[config.mk]
export PLATFORM = sky130hd
export DESIGN_NAME = cpu_fetch_unit
export DESIGN_NICKNAME = d
export VERILOG_FILES = /design/src/rtl/cpu_pkg.sv /design/src/rtl/cpu_fetch_queue.sv /design/src/rtl/cpu_fetch_unit.sv
export SDC_FILE = /design/constraint.sdc
export NUM_CORES = 1
export LEC_CHECK = 0
export ABC_CLOCK_PERIOD_IN_PS = 11800
export BUFFER_PORTS_ARGS = -buffer_cell sky130_fd_sc_hd__clkbuf_2
export CORE_AREA = 2 2 139 141
export CTS_BUF_LIST = sky130_fd_sc_hd__clkbuf_4
export DETAILED_ROUTE_END_ITERATION = 8
export DIE_AREA = 0 0 141 143
export GPL_ROUTABILITY_DRIVEN = 0
export PLACE_DENSITY = 0.5
export SETUP_SLACK_MARGIN = 0.05
export SLEW_MARGIN = 40
export SYNTH_ARGS = -nofsm -noshare
export SYNTH_HDL_FRONTEND = slang
export SYNTH_HIERARCHICAL = 1
export SYNTH_SLANG_ARGS = --single-unit
[constraint.sdc]
create_clock -name clk_in -period 11.8 [get_ports clk_in]
set_clock_uncertainty 0.15 [all_clocks]
set_input_delay 1.77 -clock clk_in [delete_from_list [all_inputs] [get_ports clk_in]]
set_output_delay 1.77 -clock clk_in [all_outputs]
set_load 0.05 [all_outputs]
[src/rtl/cpu_pkg.sv]
// Shared types and pre-decode helpers for the SM83 fetch front end.
// FETCH_ILLEGAL_TRAP_EN adds the illegal flag to queued entries.
package cpu_pkg;

    localparam logic [7:0] CB_PREFIX = 8'hCB;

    typedef enum logic [1:0] {
        S_OP     = 2'd0,
        S_CB     = 2'd1,
        S_IMM_LO = 2'd2,
        S_IMM_HI = 2'd3
    } fetch_state_t;

    typedef struct packed {
        logic [7:0]  opcode;
        logic        cb;
        logic [15:0] imm;
        logic [1:0]  len;
        logic [15:0] pc;
`ifdef FETCH_ILLEGAL_TRAP_EN
        logic        illegal;
`endif
    } entry_t;

    function automatic logic [1:0] imm_len(input logic [7:0] op);
        logic [1:0] n;
        case (op)
            8'h06, 8'h0E, 8'h16, 8'h1E, 8'h26, 8'h2E, 8'h36, 8'h3E,
            8'h18, 8'h20, 8'h28, 8'h30, 8'h38,
            8'hC6, 8'hCE, 8'hD6, 8'hDE, 8'hE6, 8'hEE, 8'hF6, 8'hFE,
            8'hE0, 8'hF0, 8'hE8, 8'hF8:
                n = 2'd1;
            8'h01, 8'h11, 8'h21, 8'h31, 8'h08,
            8'hC2, 8'hC3, 8'hC4, 8'hCA, 8'hCC, 8'hCD,
            8'hD2, 8'hD4, 8'hDA, 8'hDC, 8'hEA, 8'hFA:
                n = 2'd2;
            default:
                n = 2'd0;
        endcase
        return n;
    endfunction

    function automatic logic is_illegal(input logic [7:0] op);
        logic ill;
        case (op)
            8'hD3, 8'hDB, 8'hDD, 8'hE3, 8'hE4, 8'hEB,
            8'hEC, 8'hED, 8'hF4, 8'hFC, 8'hFD:
                ill = 1'b1;
            default:
                ill = 1'b0;
        endcase
        return ill;
    endfunction

endpackage

[src/rtl/cpu_fetch_queue.sv]
// Synchronous FIFO of assembled instruction entries with flush.
// Flush overrides any push or pop on the same edge; pop on empty is ignored.
module cpu_fetch_queue
    import cpu_pkg::*;
#(
    parameter int DEPTH = 2,
    localparam int CW = $clog2(DEPTH + 1),
    localparam int PW = (DEPTH > 1) ? $clog2(DEPTH) : 1
) (
    input  logic          clk_in,
    input  logic          rst_in,
    input  logic          i_flush,
    input  logic          i_push,
    input  entry_t        i_push_data,
    input  logic          i_pop,
    output entry_t        o_head,
    output logic [CW-1:0] o_count
);

    entry_t        r_mem [DEPTH];
    logic [PW-1:0] r_rd;
    logic [PW-1:0] r_wr;
    logic [CW-1:0] r_count;
    logic          w_empty;
    logic          w_full;
    logic          w_do_pop;
    logic          w_do_push;

    function automatic logic [PW-1:0] ptr_inc(input logic [PW-1:0] p);
        return (p == PW'(DEPTH - 1)) ? '0 : p + PW'(1);
    endfunction

    assign w_empty   = (r_count == '0);
    assign w_full    = (r_count == CW'(DEPTH));
    assign w_do_pop  = i_pop && !w_empty && !i_flush;
    assign w_do_push = i_push && (!w_full || w_do_pop) && !i_flush;

    always_ff @(posedge clk_in) begin
        if (rst_in || i_flush) begin
            r_rd    <= '0;
            r_wr    <= '0;
            r_count <= '0;
        end else begin
            if (w_do_push) r_wr <= ptr_inc(r_wr);
            if (w_do_pop)  r_rd <= ptr_inc(r_rd);
            if (w_do_push && !w_do_pop)
                r_count <= r_count + CW'(1);
            else if (w_do_pop && !w_do_push)
                r_count <= r_count - CW'(1);
        end
    end

    // Storage carries no reset; the head is masked to zero while empty.
    always_ff @(posedge clk_in) begin
        if (!rst_in && w_do_push)
            r_mem[r_wr] <= i_push_data;
    end

    assign o_head  = w_empty ? '0 : r_mem[r_rd];
    assign o_count = r_count;

endmodule

[src/rtl/cpu_fetch_unit.sv]
// SM83 fetch/pre-decode: assembles opcode, CB prefix and immediates into a queue.
// FETCH_ILLEGAL_TRAP_EN adds instr_illegal and a fetch trap on illegal opcodes.
//
// state    | meaning
// S_OP     | expecting the first byte of an instruction
// S_CB     | CB prefix seen, expecting the prefixed opcode
// S_IMM_LO | expecting immediate low byte
// S_IMM_HI | expecting immediate high byte of a 16-bit immediate
module cpu_fetch_unit
    import cpu_pkg::*;
#(
    parameter int          QUEUE_DEPTH = 2,
    parameter logic [15:0] RESET_PC    = 16'h0000
) (
    input  logic        clk_in,
    input  logic        rst_in,
    input  logic        mclk_in,
    output logic        fetch_req,
    input  logic        bus_gnt,
    output logic [15:0] fetch_addr,
    input  logic [7:0]  mem_in,
    input  logic        redirect_valid,
    input  logic [15:0] redirect_pc,
    output logic        instr_valid,
    input  logic        instr_ready,
    output logic [7:0]  instr_opcode,
    output logic        instr_cb,
`ifdef FETCH_ILLEGAL_TRAP_EN
    output logic        instr_illegal,
`endif
    output logic [15:0] instr_imm,
    output logic [1:0]  instr_len,
    output logic [15:0] instr_pc
);

    localparam int CW = $clog2(QUEUE_DEPTH + 1);

    fetch_state_t  r_state;
    fetch_state_t  w_state_nxt;
    logic [15:0]   r_pc;
    logic [15:0]   r_entry_pc;
    logic [7:0]    r_opcode;
    logic [7:0]    r_imm_lo;
    logic          w_capture;
    logic          w_push;
    logic          w_set_trap;
    logic          w_trapped;
    entry_t        w_entry;
    entry_t        w_head;
    logic [CW-1:0] w_count;

    assign fetch_addr = r_pc;
    assign fetch_req  = (w_count != CW'(QUEUE_DEPTH)) && !w_trapped;
    assign w_capture  = mclk_in && bus_gnt && fetch_req;
    assign instr_valid = (w_count != '0);

    always_comb begin
        w_state_nxt = r_state;
        w_push      = 1'b0;
        w_set_trap  = 1'b0;
        w_entry     = '0;
        if (w_capture) begin
            case (r_state)
                S_OP: begin
                    if (mem_in == CB_PREFIX) begin
                        w_state_nxt = S_CB;
`ifdef FETCH_ILLEGAL_TRAP_EN
                    end else if (is_illegal(mem_in)) begin
                        w_push          = 1'b1;
                        w_set_trap      = 1'b1;
                        w_entry.opcode  = mem_in;
                        w_entry.len     = 2'd1;
                        w_entry.pc      = r_pc;
                        w_entry.illegal = 1'b1;
`endif
                    end else if (imm_len(mem_in) == 2'd0) begin
                        w_push         = 1'b1;
                        w_entry.opcode = mem_in;
                        w_entry.len    = 2'd1;
                        w_entry.pc     = r_pc;
                    end else begin
                        w_state_nxt = S_IMM_LO;
                    end
                end
                S_CB: begin
                    w_push         = 1'b1;
                    w_entry.opcode = mem_in;
                    w_entry.cb     = 1'b1;
                    w_entry.len    = 2'd2;
                    w_entry.pc     = r_entry_pc;
                    w_state_nxt    = S_OP;
                end
                S_IMM_LO: begin
                    if (imm_len(r_opcode) == 2'd1) begin
                        w_push         = 1'b1;
                        w_entry.opcode = r_opcode;
                        w_entry.imm    = {8'h00, mem_in};
                        w_entry.len    = 2'd2;
                        w_entry.pc     = r_entry_pc;
                        w_state_nxt    = S_OP;
                    end else begin
                        w_state_nxt = S_IMM_HI;
                    end
                end
                S_IMM_HI: begin
                    w_push         = 1'b1;
                    w_entry.opcode = r_opcode;
                    w_entry.imm    = {mem_in, r_imm_lo};
                    w_entry.len    = 2'd3;
                    w_entry.pc     = r_entry_pc;
                    w_state_nxt    = S_OP;
                end
                default: w_state_nxt = S_OP;
            endcase
        end
    end

    // Redirect outranks capture, so a byte arriving on that edge is dropped.
    always_ff @(posedge clk_in) begin
        if (rst_in) begin
            r_state    <= S_OP;
            r_pc       <= RESET_PC;
            r_entry_pc <= '0;
            r_opcode   <= '0;
            r_imm_lo   <= '0;
        end else if (redirect_valid) begin
            r_state <= S_OP;
            r_pc    <= redirect_pc;
        end else if (w_capture) begin
            r_state <= w_state_nxt;
            r_pc    <= r_pc + 16'd1;
            if (r_state == S_OP) begin
                r_entry_pc <= r_pc;
                r_opcode   <= mem_in;
            end
            if (r_state == S_IMM_LO)
                r_imm_lo <= mem_in;
        end
    end

`ifdef FETCH_ILLEGAL_TRAP_EN
    logic r_trapped;

    always_ff @(posedge clk_in) begin
        if (rst_in || redirect_valid)
            r_trapped <= 1'b0;
        else if (w_set_trap)
            r_trapped <= 1'b1;
    end

    assign w_trapped     = r_trapped;
    assign instr_illegal = w_head.illegal;
`else
    assign w_trapped = 1'b0;
`endif

    cpu_fetch_queue #(
        .DEPTH (QUEUE_DEPTH)
    ) u_queue (
        .clk_in      (clk_in),
        .rst_in      (rst_in),
        .i_flush     (redirect_valid),
        .i_push      (w_push),
        .i_push_data (w_entry),
        .i_pop       (instr_valid && instr_ready),
        .o_head      (w_head),
        .o_count     (w_count)
    );

    assign instr_opcode = w_head.opcode;
    assign instr_cb     = w_head.cb;
    assign instr_imm    = w_head.imm;
    assign instr_len    = w_head.len;
    assign instr_pc     = w_head.pc;

endmodule

=== Word level (Yosys, flattened, before mapping) ===
Memory sizes are Yosys's and may differ from the RTL's. A register that Yosys moved wholly into a read port is not among the register bits.
Index checks and enable logic that the tools add are counted.
W data, S select, Z words.

* Flip-flop bits (word level): 54
* Memory bits (writable): 86
* Input port bits: 30
* Output and inout bits: 61
* Word-level logic and storage cells: 178
* Memories: 1

{| class="wikitable"
|+ Memories
! name !! depth !! width !! read ports !! clocked after Yosys merged registers in !! wr ports !! RTL line !! text
|-
| u_queue.r_mem || 2 || 43 || 1 || 1 || 1 || cpu_fetch_queue.sv:20 || <nowiki>entry_t r_mem [DEPTH];</nowiki>
|}

* Add/sub/neg operators: 5
* Equality and inequality tests: 92
* Muxes and demuxes: 38
* Bitwise operators: 1
* Reductions and logical operators: 33

{| class="wikitable"
|+ Operator list
! kind !! count
|-
| $eq A8 B8 Y1 const B || 49
|-
| $eq A8 B6 Y1 const B || 20
|-
| $mux W43 || 2
|-
| $pmux W18 S4 || 1
|-
| $eq A8 B5 Y1 const B || 8
|-
| $reduce_or A25 Y1 || 2
|-
| $mux W17 || 2
|-
| $reduce_or A17 Y1 || 2
|-
| $eq A8 B4 Y1 const B || 4
|-
| $mux W16 || 2
|-
| $pmux W16 S2 || 1
|-
| $pmux W8 S4 || 1
|-
| $mux W26 || 1
|-
| $mux W8 || 3
|-
| $mux W2 || 10
|-
| $add A16 B1 Y16 const B || 1
|-
| $eq A8 B1 Y1 const B || 2
|-
| $eq A8 B3 Y1 const B || 2
|-
| $mux W1 || 11
|-
| $logic_and A1 B1 Y1 || 10
|-
| $pmux W2 S2 || 2
|-
| $eq A2 B2 Y1 const B || 3
|-
| $logic_not A1 Y1 || 6
|-
| $logic_not A2 Y1 || 3
|-
| other kinds (14) || 21
|}

=== Depth between registers and ports, before layout ===
* Depth in word-level cells: 17
* Mapped depth: 15
* Gate-level depth less buffers: 13

=== Cells and area by module ===
Netlist, hierarchy kept.

{| class="wikitable"
|+ Modules (own cells, without submodules)
! module !! times used !! cells each !! area an instance (um^2) !! sequential area each (um^2)
|-
| cpu_fetch_queue || 1 || 210 || 3484.6 || 2682.6
|-
| cpu_fetch_unit || 1 || 389 || 2980.4 || 1001.0
|}

=== Worst setup path after synthesis ===
OpenSTA, ideal clock, no wires.

* Path type: input-to-reg
* Start point: input mem_in[3]
* End point: memory u_queue/r_mem[0][0] (netlist bit) (enable)
* Setup time: 0.497 ns
* Arrival: 5.997 ns
* Required time: 11.153 ns
* Setup slack: 5.156 ns
* Stages on the path: 11
* Buffers on the path: 2
* Path through: buf_2 > nor2b_1 > a21oi_1 > o21ai_0 > nor3_2 > buf_4 > nand2_1 > a21oi_1 > nand2b_1 > a21o_1 > nor3_1

* Cells in the longest elaborated chain, start to end: 16
* Elaborated cells on any way between the ends: 59
* Those cells by class: 43 x eq/ne; 10 x mux; 6 x reduce/logical

{| class="wikitable"
|+ RTL lines
! element !! RTL line !! text
|-
| from (decl) || cpu_fetch_unit.sv:21 || <nowiki>input logic [7:0] mem_in,</nowiki>
|-
| $eq A8 B3 Y1 (tied with other cells) || cpu_pkg.sv:27 || <nowiki>case (op)</nowiki>
|-
| $reduce_or A25 Y1 or $reduce_or A17 Y1 (tied branches) || cpu_pkg.sv:27 ||
|-
| $pmux W2 S2 || cpu_pkg.sv:27 ||
|-
| $mux W2 || cpu_fetch_unit.sv:65 || <nowiki>if (mem_in == CB_PREFIX) begin</nowiki>
|-
| $mux W2 || cpu_fetch_unit.sv:63 || <nowiki>case (r_state)</nowiki>
|-
| $mux W2 || cpu_fetch_unit.sv:62 || <nowiki>if (w_capture) begin</nowiki>
|-
| $logic_not A2 Y1 || cpu_fetch_unit.sv:76 || <nowiki>end else if (imm_len(mem_in) == 2'd0) begin</nowiki>
|-
| $mux W1 || cpu_fetch_unit.sv:76 ||
|-
| $mux W1 (*) || cpu_fetch_unit.sv:65 ||
|-
| $pmux W1 S3 (*) || cpu_fetch_unit.sv:63 ||
|-
| $mux W1 (*) || cpu_fetch_unit.sv:62 ||
|-
| named net w_push || cpu_fetch_unit.sv:45 || <nowiki>logic w_push;</nowiki>
|-
| $logic_and A1 B1 Y1 (*) (2 in series) || cpu_fetch_queue.sv:36 || <nowiki>assign w_do_push = i_push && (!w_full || w_do_pop) && !i_flush;</nowiki>
|-
| $logic_and A1 B1 Y1 (*) || cpu_fetch_queue.sv:55 || <nowiki>if (!rst_in && w_do_push)</nowiki>
|-
| $mux W1 (*) || cpu_fetch_queue.sv:55 ||
|-
| $mux W1 (not written as such) (*) || cpu_fetch_queue.sv:56 || <nowiki>r_mem[r_wr] <= i_push_data;</nowiki>
|-
| to (decl) || cpu_fetch_queue.sv:20 ||
|}

Mark *: on every way through the listed nets, which the timed path passes. The rest lies on a longest branch. The select of a mux whose other input is x is not followed.

=== Worst setup path in the final report ===
* Start point: input mem_in[2]
* End point: memory u_queue/r_mem[0][10] (netlist bit) (enable)

Same word-level chain as after synthesis.

==> impl_metrics.tcl <==
set metrics [dict create \
    drv_slew 0 \
    wl_per_cell_microns 18.1 \
    hpwl_mm 11.0 \
    cts_hold_buf 0 \
    yosysTopAreaCell "edfxtp_1" \
    finalCriticalPeriod_ns 4.38 \
    regArea_sq_um 3680 \
    drive_gt1_share_pct 22.9 \
    drc_errors 0 \
    io_buffer_count 90 \
    antenna_found_initial 1 \
    synth_most_common_cell "nand2_1" \
    ys_types 59 \
    final_cell_area_sq_um 7410 \
    place_ws_ns 6.81 \
    start_util_pct 34.8 \
    grt_start_max_net_pins 58 \
    cts_root_buffer "clkbuf_4" \
    clk_pin_slew_worst_paths_ns 0.11 \
    grt_usage_pct 16.9 \
    overflow 0 \
    synth_seq_cells 141 \
    cp-start-kind "input port" \
    power_w 0.000933 \
    globalRouteMet3Util_pct 3.62 \
    drtIter0Drc 248 \
    cp-end-kind "flop" \
    synth.top_cell.area_share_pct 39.9 \
    syn-cell-area_sq_um 6460 \
    rsz0062_at_grt "no" \
    synth_area_leaders "edfxtp_1, dfxtp_1, mux2i_1" \
    fp.dieW_microns 141 \
    period_share_pct 37.2 \
    cp.required_ns 11.83 \
    fin_nets 708 \
    ys.flop_type "edfxtp_1" \
    maxCapViolations 0 \
    fill_cells 1830 \
    clkLatencyLatePin_ns 0.55 \
    fp-row-count 50 \
    setup_viol 0 \
    async_flop_share_pct 0 \
    wl_mm 16.7 \
    fp.dieArea_sq_um 20200 \
    dpl_cell_area_sq_um 7130 \
    multi_input_area_sq_um 2580 \
    syn_inst 599 \
    yosys-top-cells-count "nand2_1, edfxtp_1, nor2_1" \
    grt_pass1_wl_mm 26.0 \
    core_region_area_sq_um 18600 \
    vias_per_cell 5.25 \
    max_freq_ghz 0.228 \
    cts_made_buffers 17 \
    cts_buffer_depth 2 \
    area_growth_pct 14.7 \
    cts_setup_buffers 0 \
    synth.avg_cell_area_sq_um 10.8 \
    slew_headroom_pct 45.6 \
    power_leakage_nw 2.63 \
    grt_pass1_vias 4621 \
    groute.layer.met2.usage_pct 26.8 \
    die_h_microns 143 \
    critPathMaxFanout 37 \
    vias 4848 \
    tightest_slew_ns 0.816 \
    critical_path_class "input port to flop" \
    timing.setup.tns_ns 0 \
    status "completed" \
    power_density_nw_per_um2 126 \
    irDropWorstVdd_v 0.0000683 \
    grtUsageMet1_pct 23.5 \
    setup_slack_ns 7.42 \
    first_pass_iters 5 \
    hp-class "flop to flop" \
    clock_sinks 141 \
    grt.busiest_layer "met2" \
    synth_nets 631 \
    htreeDepth 4 \
    arrival_ns 4.42 \
    yosysWarnings 6 \
    synth_edf_count 86 \
    io_pins 91 \
    post_cts_resized 0 \
    cts_tree "done" \
    detail-route-antenna-nets 0 \
    yosysSeqAreaShare_pct 57.0 \
    hold_violations 0 \
]
[sequential cells by signal, indices dropped and copies added, names as in the netlist, named ones only]
name / cells
r_imm_lo: 8
r_opcode: 8
u_queue/o_count: 2
u_queue/r_mem: 86
r_entry_pc: 16
u_queue/r_rd: 1
u_queue/r_wr: 1
fetch_addr: 16
r_state: 2
[per-layer routing]
metal	share of wire (%)	wire, microns
met1	48	8050
met2	47	7820
met3	3.9	657
met4	0.95	158
met5	0	0
[metrics by stage]
stage | util (%) | hold slack, ns | std cells
after floorplan | - | 0.286 | 599
after global placement | 38.0 | 0.291 | 887
after detailed placement | 38.4 | 0.300 | 891
after CTS | 39.9 | 0.317 | 923
after global routing | 39.9 | 0.343 | 924
final | 39.9 | 0.313 | 924
[cell usage in the layout (no fill, tap or decap), types with 5 or more instances in the layout]
cell	synthesis	layout
clkbuf_2	0	90
nand2_1	87	86
edfxtp_1	86	86
nor2_1	75	74
dfxtp_1	55	54
mux2i_1	50	50
a21oi_1	47	47
a32o_1	18	18
clkbuf_4	0	18
nor3_1	13	11
and3_1	12	11
xnor2_1	9	9
buf_4	10	9
o21ai_0	8	8
a22oi_1	8	8
xor2_1	7	7
nand4_1	6	6
nand3_1	5	5
nand2b_1	5	5
clkinv_2	0	5
[where the power goes]
group | leakage (nW) | switching, W | internal (W)
combinational | 1.20 | 0.0000643 | 0.0000253
sequential | 1.29 | 0.0000107 | 0.000527
clock | 0.148 | 0.000179 | 0.000128
total | 2.63 | 0.000254 | 0.000680
[path summary, 6_finish.rpt]
path / cells after the start / end / slack [ns] / start
max: 11 / u_queue/r_mem[0][10] / 7.42 / mem_in[2]
min reg2reg: 2 / r_entry_pc[9] / 0.31 / r_entry_pc[9]
min: 2 / r_entry_pc[9] / 0.31 / r_entry_pc[9]
max reg2reg: 9 / u_queue/r_mem[0][10] / 8.75 / r_opcode[6]
[worst max-delay path: stages]
cell      delay (ns)
clkbuf_2        0.22
and4b_1         0.25
a31o_2          0.22
nor3_2          0.10
buf_4           0.30
nand2_1         0.15
a21oi_1         0.15
nand2b_1        0.07
a21o_1          0.19
nor3_2          0.41
buf_4           0.56
[cell type report]
type / count / area share, %
Antenna cell: 1 / 0.0337
Clock buffer: 18 / 1.82
Clock inverter: 14 / 1.92
Inverter: 5 / 0.253
Multi-Input combinational cell: 410 / 34.8
Sequential cell: 141 / 49.7
Tap cell: 234 / 3.95
Timing Repair Buffer: 101 / 7.56
[cells by family after synthesis]
family / synth area share (%)
adders and majority gates: 0.387
and+or+nand+nor: 17.2
DFF: 57.0
buffers and inverters: 3.79
xor gates and xnor gates: 2.17
AOI/OAI and AO/OA: 11.6
muxes: 7.92
Note: power is estimated with default switching activity, not from simulation.
